**src/rtl/inc_counter.sv**
```systemverilog
// Loadable, clearable incrementer with carry-out pulse, sticky overflow and terminal count.
// Optional macro INC_COUNTER_SATURATE_EN: saturate at all ones instead of wrapping.

package lau_pkg;
  typedef enum logic [1:0] {SLOW, MEDIUM, FAST} speed_e;
endpackage

// Prefix AND: PO[i] = &PI[i:0], built as ripple, Sklansky or Kogge-Stone network.
// Latency: combinational, zero cycles.
// Backpressure: none, pure function of PI.
module PrefixAnd #(
  parameter int               width = 8,
  parameter lau_pkg::speed_e  speed = lau_pkg::FAST
) (
  input  logic [width-1:0] PI,
  output logic [width-1:0] PO
);
  localparam int levels = (width > 1) ? $clog2(width) : 1;

  generate
    if (speed == lau_pkg::SLOW) begin : g_ripple
      logic [width-1:0] acc;
      always_comb begin
        acc    = PI;
        for (int i = 1; i < width; i++) begin
          acc[i] = acc[i-1] & PI[i];
        end
      end
      assign PO = acc;
    end else if (speed == lau_pkg::MEDIUM) begin : g_sklansky
      logic [width-1:0] cur;
      logic [width-1:0] nxt;
      always_comb begin
        cur = PI;
        nxt = PI;
        for (int k = 0; k < levels; k++) begin
          nxt = cur;
          // Upper half of each 2^(k+1) block joins the last prefix of its lower half.
          for (int i = 0; i < width; i++) begin
            if (((i >> k) & 1) == 1) begin
              nxt[i] = cur[i] & cur[((i >> k) << k) - 1];
            end
          end
          cur = nxt;
        end
      end
      assign PO = cur;
    end else begin : g_kogge_stone
      logic [width-1:0] cur;
      logic [width-1:0] nxt;
      always_comb begin
        cur = PI;
        nxt = PI;
        for (int k = 0; k < levels; k++) begin
          nxt = cur;
          for (int i = 0; i < width; i++) begin
            if (i >= (1 << k)) begin
              nxt[i] = cur[i] & cur[i - (1 << k)];
            end
          end
          cur = nxt;
        end
      end
      assign PO = cur;
    end
  endgenerate
endmodule

// Counter: Z <= Z + CI under EN, with CLR > LD > EN > hold priority.
// Latency: one cycle from control inputs to Z/CO/OVF; TC combinational from Z.
// Backpressure: none, every edge is accepted.
module inc_counter #(
  parameter int               width = 8,
  parameter lau_pkg::speed_e  speed = lau_pkg::FAST
) (
  input  logic             clk_i,
  input  logic             rst_ni,
  input  logic             CLR,
  input  logic             LD,
  input  logic [width-1:0] D,
  input  logic             EN,
  input  logic             CI,
  output logic [width-1:0] Z,
  output logic             CO,
  output logic             OVF,
  output logic             TC
);
  logic [width:0]   po;
  logic [width-1:0] z_n;
  logic             co_n;

  // Bit i of Z toggles when CI and every lower bit of Z are set.
  PrefixAnd #(
    .width (width + 1),
    .speed (speed)
  ) u_prefix (
    .PI ({Z, CI}),
    .PO (po)
  );

  assign z_n  = Z ^ po[width-1:0];
  assign co_n = po[width];

  always_ff @(posedge clk_i or negedge rst_ni) begin
    if (!rst_ni) begin
      Z   <= '0;
      CO  <= 1'b0;
      OVF <= 1'b0;
    end else if (CLR) begin
      Z   <= '0;
      CO  <= 1'b0;
      OVF <= 1'b0;
    end else if (LD) begin
      Z   <= D;
      CO  <= 1'b0;
    end else if (EN) begin
`ifdef INC_COUNTER_SATURATE_EN
      Z   <= co_n ? {width{1'b1}} : z_n;
`else
      Z   <= z_n;
`endif
      CO  <= co_n;
      OVF <= OVF | co_n;
    end else begin
      CO  <= 1'b0;
    end
  end

  assign TC = &Z;
endmodule

```
**config.mk**
```make
export PLATFORM = sky130hd
export DESIGN_NAME = inc_counter
export DESIGN_NICKNAME = d
export VERILOG_FILES = /design/src/rtl/inc_counter.sv
export SDC_FILE = /design/constraint.sdc
export NUM_CORES = 1
export LEC_CHECK = 0
export ABC_AREA = 1
export ABC_CLOCK_PERIOD_IN_PS = 1400
export CAP_MARGIN = 10
export CORE_UTILIZATION = 42
export CTS_CLUSTER_SIZE = 25
export DETAILED_ROUTE_END_ITERATION = 8
export PLACE_DENSITY = 0.83
export SYNTH_ARGS = -nofsm -noshare
export SYNTH_HDL_FRONTEND = slang
export SYNTH_SLANG_ARGS = --single-unit
```
**constraint.sdc**
```tcl
create_clock -name clk_i -period 1.4 [get_ports clk_i]
set_clock_uncertainty 0.1 [all_clocks]
set_input_delay 0.14 -clock clk_i [delete_from_list [all_inputs] [get_ports clk_i]]
set_output_delay 0.14 -clock clk_i [all_outputs]
set_load 0.01 [all_outputs]
```
* After elaboration in Yosys (flattened, before gate mapping)
Cells that the tools add are included.
Word-level totals: output and inout bits 11, register bits after elaboration 10, logic and storage cells 40, input bits 14
Cells by class: reductions and logical operators 4, eq/ne operators 1, bitwise logic cells 23, multiplexer cells 9
Operators by type and width (count):
- two-way mux 8 bit | 3
- AND 1 bit | 21
- AND reduction 8 bit | 1
- bitwise XOR 8 bit | 1
- two-way mux 1 bit | 6
- nonzero test 3 bit | 1
- != test 2 bit, second input constant | 1
- AND reduction 2 bit | 1
- nonzero test 2 bit | 1
- bitwise OR 1 bit | 1

* Depth between registers and ports, before layout
Gate-level depths: netlist of run 1.
depth in word-level cells 8, gate-level depth with buffers 8, depth with buffers taken out 8

* Hierarchy
Synthesis of run 1 repeated with hierarchy kept, for this count alone.
Unflattened totals: cells, all modules 122, area total of the unflattened synthesis 743.2 µm²
By module, submodules not included:
- inc_counter | sequential area each 250.2 µm², instances 1, cells each 103, area each 638.1 µm²
- PrefixAnd | sequential area each 0.0 µm², instances 1, cells each 19, area each 105.1 µm²

* Least setup slack after synthesis of run 1
Ideal clock, no wire load.
path type register to register, start register Z[0], end register Z[5], clock period less this slack 1304 ps, slack 96 ps, path buffers 0, cell stages (with the launch flop) 7, arrival time 1087 ps, required time 1184 ps, setup time 116 ps, cell sequence dfrtp_1 ha_1 nand3_1 o21ai_0 nand3_1 nand2_1 nand2_1
Between the ends: longest elaborated chain between the ends 6
Ends and longest elaborated chain:
- start, declared | line 83 | output logic [width-1:0] Z,
- start signal, assigned | line 120 | Z <= z_n;
- AND 1 bit (2 in series) | line 58 | nxt[i] = cur[i] & cur[i - (1 << k)];
- bitwise XOR 8 bit | line 101 | assign z_n = Z ^ po[width-1:0];
- two-way mux 8 bit | line 116 | end else if (EN) begin
- two-way mux 8 bit | line 113 | end else if (LD) begin
- two-way mux 8 bit | line 109 | end else if (CLR) begin
No other way between the ends. The select of a mux whose other input is x is not followed. A chain may end at the register's enable or synchronous reset.

* Worst setup path in the final report of run 1
start register Z[0], end output port TC
Between the ends: longest elaborated chain between the ends 1
Ends and longest elaborated chain:
- AND reduction 8 bit | line 129 | assign TC = &Z;
- end, declared | line 86 | output logic TC
No other way between the ends.

==> results of run 1 <==
cells in the mapped netlist:
| library cell | instances | area, um^2 |
|---|---|---|
| nor3_1 | 1 | 5.00 |
| o21ai_1 | 1 | 5.00 |
| mux2i_1 | 1 | 10.0 |
| dfrtp_1 | 10 | 250 |
| nand2_2 | 1 | 6.26 |
| nand4_1 | 1 | 6.26 |
| nand3_1 | 9 | 45.0 |
| buf_6 | 1 | 11.3 |
| o21ai_0 | 5 | 25.0 |
| nor2_2 | 1 | 6.26 |
| nand2_1 | 37 | 139 |
| inv_1 | 10 | 37.5 |
| xor2_1 | 2 | 17.5 |
| ha_1 | 1 | 12.5 |
| nor2_1 | 21 | 78.8 |
cells in the final DEF (no fill, tap or decap), drive strengths merged:
cell type and count:
buf 18, clkbuf 3, clkdlybuf4s50 13, dfrtp 10
dlygate4sd2 8, dlymetal6s2s 2, ha 1, inv 10
mux2i 1, nand2 38, nand3 9, nand4 1
nor2 22, nor3 1, o21ai 6, xor2 2
worst register-to-register path, stage by stage, from the launching register on:
cell and delay [ns]:
dfrtp_1 0.38, buf_6 0.13, ha_4 0.15, nand2_1 0.06
nor2_1 0.13, nand2_1 0.07, nand2_1 0.05, nand3_1 0.06
nand2_1 0.06, nand2_1 0.05
through the flow:
stage / std cells / setup TNS, ns / utilization / hold slack [ns] / total power (W)
after CTS: 158 / 0 / 0.751 / 0.125 / 0.000753
after floorplan: 102 / 0 / - / -0.256 / 0.000423
final: 160 / 0 / 0.784 / 0.113 / 0.000774
after global placement: 155 / -0.549 / 0.735 / 0.388 / 0.000562
after detailed placement: 155 / -0.713 / 0.735 / 0.392 / 0.000569
after global routing: 160 / -0.139 / 0.784 / 0.139 / 0.000811
registers in the layout, summed over array words and instances, names as in the netlist:
register	cells
CO	1
Z	8
OVF	1
layer usage:
metal  global-route usage  wire length, um
met1                0.298              793
met2                0.406              945
met3               0.0478              148
met4               0.0968               27
met5                    0                0
how the worst min path moves through the flow:
stage | start | end | slack [ns] | depth (start not counted)
after global routing | rst_ni | Z[2]$_DFFE_PN0P_ | 0.14 | 1
after global placement | OVF$_DFFE_PN0P_ | OVF$_DFFE_PN0P_ | 0.39 | 2
after CTS | rst_ni | Z[5]$_DFFE_PN0P_ | 0.13 | 1
after detailed placement | OVF$_DFFE_PN0P_ | OVF$_DFFE_PN0P_ | 0.39 | 2
final | rst_ni | OVF$_DFFE_PN0P_ | 0.11 | 1
after floorplan | rst_ni | CO$_DFF_PN0_ | -0.26 | 0
area by class of cell:
cell class | count | area share
Timing Repair Buffer | 41 | 0.337
Inverter | 10 | 0.0346
Clock buffer | 3 | 0.0208
Sequential cell | 10 | 0.231
Multi-Input combinational cell | 81 | 0.359
Tap cell | 15 | 0.0173
cell families (layout without fill, tap and decap cells):
family	Yosys count	after routing	share of synthesized area
buffers and inverters	11	54	0.0744
multiplexers	1	1	0.0153
XOR/XNOR	2	2	0.0267
AND/OR/NAND/NOR	71	71	0.437
adder cells (fa/ha/maj)	1	1	0.0191
AO/OA/AOI/OAI	6	6	0.0458
flip-flops	10	10	0.382
power by group:
part	switching [W]	total, W	internal (W)
sequential	0.0000129	0.000322	0.000309
clock	0.000101	0.000200	0.0000995
combinational	0.000122	0.000251	0.000129
total	0.000236	0.000774	0.000538
what timing repair did:
action / 4_1_cts / 5_1_grt
endpoints found under the setup margin: 12 / 7
gates cloned: 0 / 0
pin swaps: 0 / 6
buffers inserted: 0 / 2
gates resized for setup: 17 / 8
==> flow_summary.ini, run 1 <==
[setup_path]
cpPeakStageDelay_ns = 0.38
worst-path-buf-inv = 2
cp_slowest_cell = dfrtp_1
reg2regPathDepth = 9
critPathTopFamily = flip-flops
r2r_start = Z[0]$_DFFE_PN0P_
worstPathArrival_ns = 1.16
critPathCaptureType = primary output
cp-endpoint = TC
cp_common_cell = nand2_1
critPathLaunchType = flip-flop
required_ns = 1.16
cp_max_fo = 2
r2r-end = Z[7]$_DFFE_PN0P_
worst-path-stages = 5
rrSetupSlack_ns = 0.05
crit_type = flip-flop to primary output
cp_cell_sequence = nand2_1 > nor3_2 > nand2_1 > inv_1 > buf_2
crit_start = Z[0]$_DFFE_PN0P_

[floorplanning]
core.rowCount = 13
start_util = 0.474
fp.dieH_um = 41.5
die-area_um2 = 1720
die_w_um = 41.5
core_um2 = 1380
top_level_ports = 25

[clock_network]
ctsHoldBuffers = 0
cts_sinks = 10
ctsHtreeMaxLevel = 1
clk_latency_ns = 0.27
clkTransAtPathRegs_ns = 0.06
clock-root-buffer = clkbuf_4
cts_buffers = 3
ctsLongestPathBuffers = 2
cts_tree = yes

[place]
placed_cell_area_um2 = 1020
pre_cts_ws_ns = -0.161
portBuffers = 24
hpwl_mm = 1.40
gp_congestion = 0.786

[yosys]
ys_types = 15
ys_warn_count = 0
avgSynthCellArea_um2 = 6.43
ys_ff_latch = 10
synth_cells = 102
yosysSeqAreaShare = 0.382
syn_area_um2 = 656
syn_nets = 117

[finish]
multiInputGateArea_um2 = 389
fin_nets = 162
drive_above_1_share = 0.193
nFillCells = 95
area_growth_pct = 65.3
diodes = 0
regArea_um2 = 250
fin_area_um2 = 1080

[route]
drtAntennaViolNets = 0
wl_per_cell_um = 12.0
viasPerCell = 5.13
routed_wl_mm = 1.91
drc = 0
drt_pass1_iterations = 4
drt_iter0_markers = 33
vias = 821

[sta]
setup_ws_ns = 0.00177
relSlewSlack = 0.651
drv_slew = 0
rsz0062_at_grt = true
fmax_mhz = 715
hold_viol_final = 0
period_needed_ns = 1.40
setup_viol = 0
tightestPinTransition_ns = 0.523
fin_crit_sh = 0.999

[pwr]
power.leakage_nw = 0.585
power-per-cell-area_nw_per_um2 = 714
peakVddDrop_mv = 0.525

[global_routing]
antenna_found_initial = 0
grt_max_degree = 11
grt_use_total = 0.240
overflow = 0
grt_pass1_vias = 748
grt_pass1_wl_mm = 3.18

[job]
cap_violations = 0

[outcome]
status = finished, final reports clean

[hold_path]
hold_class = input pin to asynchronous set/reset pin
Power figures use the tool's default switching activity.
==> run 2, diff against run 1 <==
--- a/config.mk
+++ b/config.mk
@@ -11,6 +11,7 @@
 export CORE_UTILIZATION = 42
 export CTS_CLUSTER_SIZE = 25
 export DETAILED_ROUTE_END_ITERATION = 8
+export GPL_ROUTABILITY_DRIVEN = 0
 export PLACE_DENSITY = 0.83
 export SYNTH_ARGS = -nofsm -noshare
 export SYNTH_HDL_FRONTEND = slang
==> results of run 2 <==
No change in the layout: final DEF, timing and power equal those of run 1.
==> run 3, diff against run 2 <==
--- a/config.mk
+++ b/config.mk
@@ -12,7 +12,7 @@
 export CTS_CLUSTER_SIZE = 25
 export DETAILED_ROUTE_END_ITERATION = 8
 export GPL_ROUTABILITY_DRIVEN = 0
-export PLACE_DENSITY = 0.83
+export PLACE_DENSITY = 0.8
 export SYNTH_ARGS = -nofsm -noshare
 export SYNTH_HDL_FRONTEND = slang
 export SYNTH_SLANG_ARGS = --single-unit
==> flow_summary.ini, run 3 (synthesis results as in run 1) <==
[floorplanning]
die-area_um2 = 1720
die_w_um = 41.5
top_level_ports = 25
start_util = 0.474
fp.dieH_um = 41.5
core_um2 = 1380
core.rowCount = 13

[sta]
drv_slew = 0
fin_hold_ws_ns = 0.0957
hold_viol_final = 0
tightestPinTransition_ns = 0.495
fin_crit_sh = 0.986
fmax_mhz = 724
period_needed_ns = 1.38
setup_viol = 0
rsz0062_at_grt = true
fin_setup_tns_ns = 0
setup_ws_ns = 0.0195
relSlewSlack = 0.669

[place]
portBuffers = 24
placed_cell_area_um2 = 1020
pre_cts_ws_ns = -0.150
hpwl_mm = 1.39

[finish]
final_cell_mix = 35 x nand2_1, 20 x nor2_1, 17 x buf_4, 13 x clkdlybuf4s50_1, 10 x dfrtp_1
largestRegisters = Z: 8 flops, CO: 1 flops, OVF: 1 flops
fin_area_um2 = 1100
largest-register = Z
diodes = 0
fin_nets = 164
area_growth_pct = 67.6
largest_register_ffs = 8
layout_commonest_cell = nand2_1
drive_above_1_share = 0.236

[clock_network]
ctsHtreeMaxLevel = 1
ctsLongestPathBuffers = 2
cts_buffers = 3
clk_latency_ns = 0.27
clkTransAtPathRegs_ns = 0.07
cts_tree = yes
ctsHoldBuffers = 0
cts_sinks = 10
clock-root-buffer = clkbuf_4

[setup_path]
cpPeakStageDelay_ns = 0.39
worst-path-buf-inv = 1
worstPathArrival_ns = 1.45
required_ns = 1.47
cp_common_cell = nand2_1
cp_slowest_cell = dfrtp_1
cp_cell_sequence = buf_6 > ha_4 > nand2_1 > nor2_1 > nand2_1 > nand2_1 > nand3_1 > nand2_1 > nand2_1
critPathLaunchType = flip-flop
cp_max_fo = 4
crit_type = flip-flop to flip-flop
critPathCaptureType = flip-flop
critPathTopFamily = simple AND/OR/NAND/NOR gates

[route]
wl_per_cell_um = 12.1
drt_pass1_iterations = 4
drc = 0
drtAntennaViolNets = 0
viasPerCell = 5.12
drt_iter0_markers = 41
routed_wl_mm = 1.98
vias = 835

[pwr]
power-per-cell-area_nw_per_um2 = 772
p_seq_frac = 0.383
combPwrFrac = 0.297
p_int_w = 0.000597
peakVddDrop_mv = 0.547
power.leakage_nw = 0.589
clkPwrFrac = 0.320
power_switching_w = 0.000251
p_sw_frac = 0.296

[hold_path]
hold_class = input pin to asynchronous set/reset pin

[job]
cap_violations = 0

[global_routing]
grt_max_degree = 11
antenna_found_initial = 0
grt_pass1_vias = 738
grt_use_total = 0.239
overflow = 0
grt_pass1_wl_mm = 3.15

[outcome]
status = finished, final reports clean
==> run 3: changes by cell type in the layout (fill, tap and decap cells not counted), sizes merged <==
cell | previous run | this run
buf | 18 | 20
dlygate4sd2 | 8 | 7
clkbuf | 3 | 6
dlymetal6s2s | 2 | 1
==> run 3: final cells by class <==
type                    instances  area, um^2
well taps                      15        18.8
repair buffers                 43         369
fillers                        99         284
clock buffers                   4        36.3
multi-input cells              81         387
flip-flops and latches         10         250
inverters                      10        37.5
==> run 3: path summary, 6_finish.rpt <==
check,from,end,slack [ns],depth (start not counted)
min in group clk_i,EN,CO$_DFF_PN0_,0.38,3
hold / removal,rst_ni,Z[1]$_DFFE_PN0P_,0.1,1
hold reg to reg,OVF$_DFFE_PN0P_,OVF$_DFFE_PN0P_,0.41,2
setup reg to reg,Z[0]$_DFFE_PN0P_,Z[7]$_DFFE_PN0P_,0.02,9
max in group asynchronous,rst_ni,Z[2]$_DFFE_PN0P_,0.77,1
setup / recovery,Z[0]$_DFFE_PN0P_,Z[7]$_DFFE_PN0P_,0.02,9
==> run 3: routing by layer <==
layer / part of all wire / global-route usage / vias to the layer above / wire, um
met5: 0 / 0 / - / 0
met4: 0.015 / 0.0968 / 0 / 30
met2: 0.48 / 0.406 / 49 / 954
met3: 0.075 / 0.0304 / 5 / 149
li1: - / - / 409 / -
met1: 0.43 / 0.305 / 372 / 843
==> run 3: power groups by stage <==
stage	combinational [W]	sequential (W)	clock, W
after floorplan	0.0000748	0.000348	0
after CTS	0.000234	0.000321	0.000266
after global routing	0.000280	0.000326	0.000277
after detailed placement	0.000244	0.000326	0
after global placement	0.000239	0.000324	0
final	0.000252	0.000324	0.000271
==> run 3: repair_timing <==
action,in CTS,in global routing
pin swaps,0,4
endpoints found under the setup margin,12,6
buffers inserted,0,4
resized for setup,17,14
==> run 3: per-stage QoR <==
step | total power, W | util | cells
CTS | 0.000821 | 0.761 | 159
detailed placement | 0.000570 | 0.735 | 155
global route | 0.000882 | 0.795 | 163
floorplan | 0.000423 | - | 102
global placement | 0.000563 | 0.735 | 155
finish | 0.000848 | 0.795 | 163
==> run 3: worst register-to-register path, stage by stage (launching register included) <==
cell,delay [ns]
dfrtp_1,0.39
buf_6,0.13
ha_4,0.14
nand2_1,0.06
nor2_1,0.15
nand2_1,0.09
nand2_1,0.07
nand3_1,0.06
nand2_1,0.06
nand2_1,0.04
